File: src/rtl/line_adaptor_pkg.sv
// Shared definitions for the L2 line burst adaptor.
//   line_state_t : controller state encoding
//   S_BEAT_DEF   : default burst beat width in bits
//   N_BEATS_DEF  : default beats per cache line
//   BEAT_IDX_W   : beat counter width for the default geometry
package line_adaptor_pkg;

    typedef enum logic [1:0] {
        IDLE  = 2'd0,
        READ  = 2'd1,
        WRITE = 2'd2,
        DONE  = 2'd3
    } line_state_t;

    localparam int S_BEAT_DEF  = 64;
    localparam int N_BEATS_DEF = 4;
    localparam int BEAT_IDX_W  = $clog2(N_BEATS_DEF);

endpackage

File: src/rtl/line_burst_adaptor.sv
// line_burst_adaptor
// Carries out one full-line read or write from the L2 line port as a
// fixed-length burst of beats on the physical-memory port.
//
// Ports:
//   clk, rst_n     clock, async active-low reset
//   line_read      line read request, held until line_resp
//   line_write     line write request, held until line_resp
//   line_address   line address (low s_offset bits ignored)
//   line_wdata     write line, valid with line_write
//   line_resp      one-cycle completion pulse
//   line_rdata     assembled read line, valid with line_resp
//   pmem_read      burst read, held for the burst
//   pmem_write     burst write, held for the burst
//   pmem_address   line-aligned burst base address
//   pmem_wdata     current write beat
//   pmem_rdata     read beat, valid with pmem_resp
//   pmem_resp      one beat transferred this cycle
//
// state | meaning
// ------+-------------------------------------------------
// IDLE  | waiting for a line request; only state sampling line_*
// READ  | pmem_read burst, one buffer slice filled per pmem_resp
// WRITE | pmem_write burst, one buffer slice sent per pmem_resp
// DONE  | line_resp pulse for one cycle, then back to IDLE
module line_burst_adaptor
    import line_adaptor_pkg::*;
#(
    parameter int s_offset = 5,
    parameter int s_line   = 8 * (2 ** s_offset),
    parameter int s_beat   = S_BEAT_DEF,
    parameter int n_beats  = s_line / s_beat
) (
    input  logic              clk,
    input  logic              rst_n,
    input  logic              line_read,
    input  logic              line_write,
    input  logic [31:0]       line_address,
    input  logic [s_line-1:0] line_wdata,
    output logic              line_resp,
    output logic [s_line-1:0] line_rdata,
    output logic              pmem_read,
    output logic              pmem_write,
    output logic [31:0]       pmem_address,
    output logic [s_beat-1:0] pmem_wdata,
    input  logic [s_beat-1:0] pmem_rdata,
    input  logic              pmem_resp
);

    localparam int IDX_W = $clog2(n_beats);
    localparam logic [IDX_W-1:0] LAST_BEAT = IDX_W'(n_beats - 1);

    line_state_t       state_q, state_d;
    logic [IDX_W-1:0]  beat_q;
    logic [31:0]       addr_q;
    logic [s_beat-1:0] line_buf [n_beats];

    wire last_beat = (beat_q == LAST_BEAT);

    // state register
    always_ff @(posedge clk or negedge rst_n) begin
        if (!rst_n) state_q <= IDLE;
        else        state_q <= state_d;
    end

    // next state
    always_comb begin
        state_d = state_q;
        unique case (state_q)
            IDLE: begin
                if (line_read)       state_d = READ;
                else if (line_write) state_d = WRITE;
            end
            READ:    if (pmem_resp && last_beat) state_d = DONE;
            WRITE:   if (pmem_resp && last_beat) state_d = DONE;
            DONE:    state_d = IDLE;
            default: state_d = IDLE;
        endcase
    end

    // address, beat counter and line buffer
    always_ff @(posedge clk or negedge rst_n) begin
        if (!rst_n) begin
            addr_q <= '0;
            beat_q <= '0;
            for (int k = 0; k < n_beats; k++) line_buf[k] <= '0;
        end else begin
            unique case (state_q)
                IDLE: begin
                    if (line_read || line_write) begin
                        addr_q <= {line_address[31:s_offset], {s_offset{1'b0}}};
                        beat_q <= '0;
                    end
                    // read wins a simultaneous request, so the write line is dropped
                    if (!line_read && line_write) begin
                        for (int k = 0; k < n_beats; k++)
                            line_buf[k] <= line_wdata[k*s_beat +: s_beat];
                    end
                end
                READ: begin
                    if (pmem_resp) begin
                        line_buf[beat_q] <= pmem_rdata;
                        beat_q           <= beat_q + 1'b1;
                    end
                end
                WRITE: begin
                    if (pmem_resp) beat_q <= beat_q + 1'b1;
                end
                default: ;
            endcase
        end
    end

    // outputs decoded from registered state only
    always_comb begin
        line_resp    = (state_q == DONE);
        pmem_read    = (state_q == READ);
        pmem_write   = (state_q == WRITE);
        pmem_address = addr_q;
        pmem_wdata   = '0;
        line_rdata   = '0;
        if (state_q == WRITE) pmem_wdata = line_buf[beat_q];
        if (state_q == DONE) begin
            for (int k = 0; k < n_beats; k++)
                line_rdata[k*s_beat +: s_beat] = line_buf[k];
        end
    end

endmodule

File: config.mk
export PLATFORM = sky130hd
export DESIGN_NAME = line_burst_adaptor
export DESIGN_NICKNAME = d
export VERILOG_FILES = /design/src/rtl/line_adaptor_pkg.sv /design/src/rtl/line_burst_adaptor.sv
export SDC_FILE = /design/constraint.sdc
export NUM_CORES = 1
export LEC_CHECK = 0
export ABC_AREA = 1
export CAP_MARGIN = 5
export CORE_AREA = 10 10 273 275
export CTS_CLUSTER_DIAMETER = 120
export DETAILED_ROUTE_END_ITERATION = 7
export DIE_AREA = 0 0 283 285
export SETUP_SLACK_MARGIN = 0.4
export SLEW_MARGIN = 20
export SYNTH_ARGS = -nofsm -noshare
export SYNTH_HDL_FRONTEND = slang
export SYNTH_SLANG_ARGS = --single-unit
File: constraint.sdc
create_clock -name clk -period 4.1 [get_ports clk]
set_clock_uncertainty 0.1 [all_clocks]
set_input_delay 0.41 -clock clk [delete_from_list [all_inputs] [get_ports clk]]
set_output_delay 0.41 -clock clk [all_outputs]
set_load 0.01 [all_outputs]
==> reports/metrics.csv <==
stage,metric,value,unit
drt,Routed Antenna Nets,0,
critical_path,worst-path maximum fanout,102,
drt,Vias/cell,5.066,
synth,"Seq/Total Area, Yosys",0.3599,
cts,htree depth,2,
drt,Routed WL,105.3,mm
sta,final worst path period share,0.8243,
sta,fmax,0.2959,GHz
floorplan,Rows,97,
critical_path,Reg2Reg Depth,8,
sta,worst hold margin,0.2939,ns
sta,Final Critical Period,3.380,ns
synth,top post-synthesis cells by area,"dfrtp_1, nand2_1, nand4_1, nand3_1, inv_1",
global_routing,global-route wire length before repair,156.2,mm
critical_path,CP required,3.59,ns
cells_and_area,share of cells above drive strength 1,0.03623,
synth,Synth top cells by count,"nand2_1, dfrtp_1, inv_1, nand3_1, nand4_1",
drt,DRT iter0 DRCs,2572,
hold_path,min-delay worst type,primary input to register,
global_routing,largest net degree at the start of global routing,142,
hold_path,Hold Path Stages,3,
synth,"area leader, netlist",dfrtp_1,
cells_and_area,nets,4146,
synth,instance count of the mapped netlist,3267,
synth,synth warn,0,
cts,clk root buf,clkbuf_16,
sta,final count of negative-setup-slack endpoints,0,
synth,"Top FF cell, synth",dfrtp_1,
power_and_ir_drop,Leak,15.58,nW
power_and_ir_drop,VDD IR max,1.029,mV
synth,Netlist Area Pre-Place,19950,um2
floorplan,Die W,283,um
cts,CTS Buf Count,38,
synth,area fraction of the dominant cell type after synthesis,0.3599,
critical_path,Crit Path Class,register to output port,
power_and_ir_drop,PD cells,774.4,nW/um2
sta,final hold violations,0,
drt,routed len/inst,22.11,um
synth,Yosys cell types,21,
cts,Setup Buffers After CTS,0,
cts,worst-skew pair later-pin latency,0.55,ns
global_routing,initial antenna violation count,23,
synth,Post-synth EDFFs,0,
critical_path,crit path capture type,output port,
floorplan,Total Die Area,80660,um2
sta,RSZ-0062 raised after global routing,false,
sta,Slew @ Worst Pin,1.213,ns
critical_path,WP data arrival,2.87,ns
run,# Max-Cap Violations,0,
placed_design,GPL Wtd Cong,0.8852,
global_routing,vias in the first global route,23465,
floorplan,die height,285,um
cts,Worst-path clk slew,0.06,ns
synth,Async SR Flop Fraction,1.000,
synth,cell with the most instances after synthesis,nand2_1,
sta,"Slew Viols, Final",0,
critical_path,startpoint types,register,
synth,Yosys reg bits,287,
run_status,run status,"finished, final reports clean",
drt,DRC,0,
drt,via count,24126,
floorplan,Top Ports,712,
sta,TNS Setup,0,ns
placed_design,port buffer count,701,
cells_and_area,fin util,0.4180,
cts,clock sinks,287,
drt,first-pass iteration count of the detailed router,8,
cts,CTS tree,done,
global_routing,GR Overflow Total,0,
cells_and_area,synthesis-to-layout area growth,45.18,%
floorplan,CORE AREA,69300,um2
floorplan,Initial Utilization,0.2879,
global_routing,overall fraction of global-route tracks in use,0.2483,
synth,Syn Area/Cell,6.108,um2
sta,Worst slew margin,0.1915,
cts,Longest Clk Path Bufs,3,
placed_design,DP HPWL,69.82,mm
-- worst max-delay path: stages (launching register included) --
cell and delay, ns:
dfrtp_1 0.50, ha_4 0.44, buf_12 0.40, nand2_1 0.18
inv_1 0.09, clkdlybuf4s50_1 0.55
-- stage by stage --
step	cell area, um2	setup slack, ns	total power, mW	instances
4_1_cts	28940	0.6681	22.43	4749
2_1_floorplan	19970	1.840	13.05	3271
6_report	28970	0.7203	22.43	4762
3_3_place_gp	27590	1.090	18.62	4679
3_5_place_dp	27590	1.064	18.71	4679
5_1_grt	28960	0.5840	23.98	4759
-- metal layers --
layer	global-route usage	wire length [um]
met1	0.3083	42130
met2	0.4033	49190
met3	0.06713	9778
met4	0.1008	4082
met5	0	115
-- path summary, 6_finish.rpt --
check | start | end | slack [ns]
max reg2reg | beat_q[0] | line_buf[226] | 1.04
min | line_address[24] | pmem_address[24] | 0.29
max | state_q[0] | line_rdata[33] | 0.72
max in group asynchronous | rst_n | beat_q[0] | 2.49
min reg2reg | pmem_address[29] | pmem_address[29] | 0.39
min in group asynchronous | rst_n | line_buf[234] | 0.45
-- registers in the layout, indices dropped and copies added, names as in the netlist --
name and flops:
line_buf 256, beat_q 2, pmem_address 27, state_q 2
-- cell families (layout without fill, tap and decap cells) --
kind of cell | count (synthesis) | after routing | share of synthesized area
buffers and inverters | 550 | 1088 | 0.1164
adders and majority gates | 9 | 9 | 0.005643
and+or+nand+nor | 2259 | 2259 | 0.4775
other | 1 | 18 | 0.0001879
AOI/OAI and AO/OA | 161 | 161 | 0.04038
DFF | 287 | 287 | 0.3599
-- area by class of cell --
| cell class | count | area [um2] |
|---|---|---|
| tap | 940 | 1176 |
| clock buffer | 58 | 1200 |
| fill | 7367 | 40330 |
| sequential | 287 | 7186 |
| multi-input combinational | 2434 | 10570 |
| antenna | 13 | 32.53 |
| clock inverter | 11 | 133.9 |
| inverter | 267 | 1015 |
| timing repair buffer | 752 | 7657 |
-- power breakdown --
| group | internal [mW] | switching [mW] | leakage (nW) |
|---|---|---|---|
| sequential | 4.18 | 1.13 | 3.63 |
| clock | 2.20 | 1.41 | 0.666 |
| combinational | 4.38 | 9.12 | 11.3 |
-- layout by cell type (no fill, tap or decap), drive strengths merged --
cell / instances
conb: 5
ha: 9
clkinv: 7
a21oi: 65
nand2: 1606
nor2: 133
dfrtp: 287
or2: 3
inv: 268
diode: 13
nand3: 261
clkdlybuf4s50: 700
nand4: 256
clkbuf: 58
bufinv: 3
buf: 51
o21ai: 96
dlygate4sd3: 1
-- what timing repair did --
| item | CTS | global route |
|---|---|---|
| gates resized for setup | 0 | 0 |
| hold buffers | 1 | 0 |
| endpoints found under the hold margin | 86 | 0 |
Note: power is estimated with default switching activity, not from simulation.
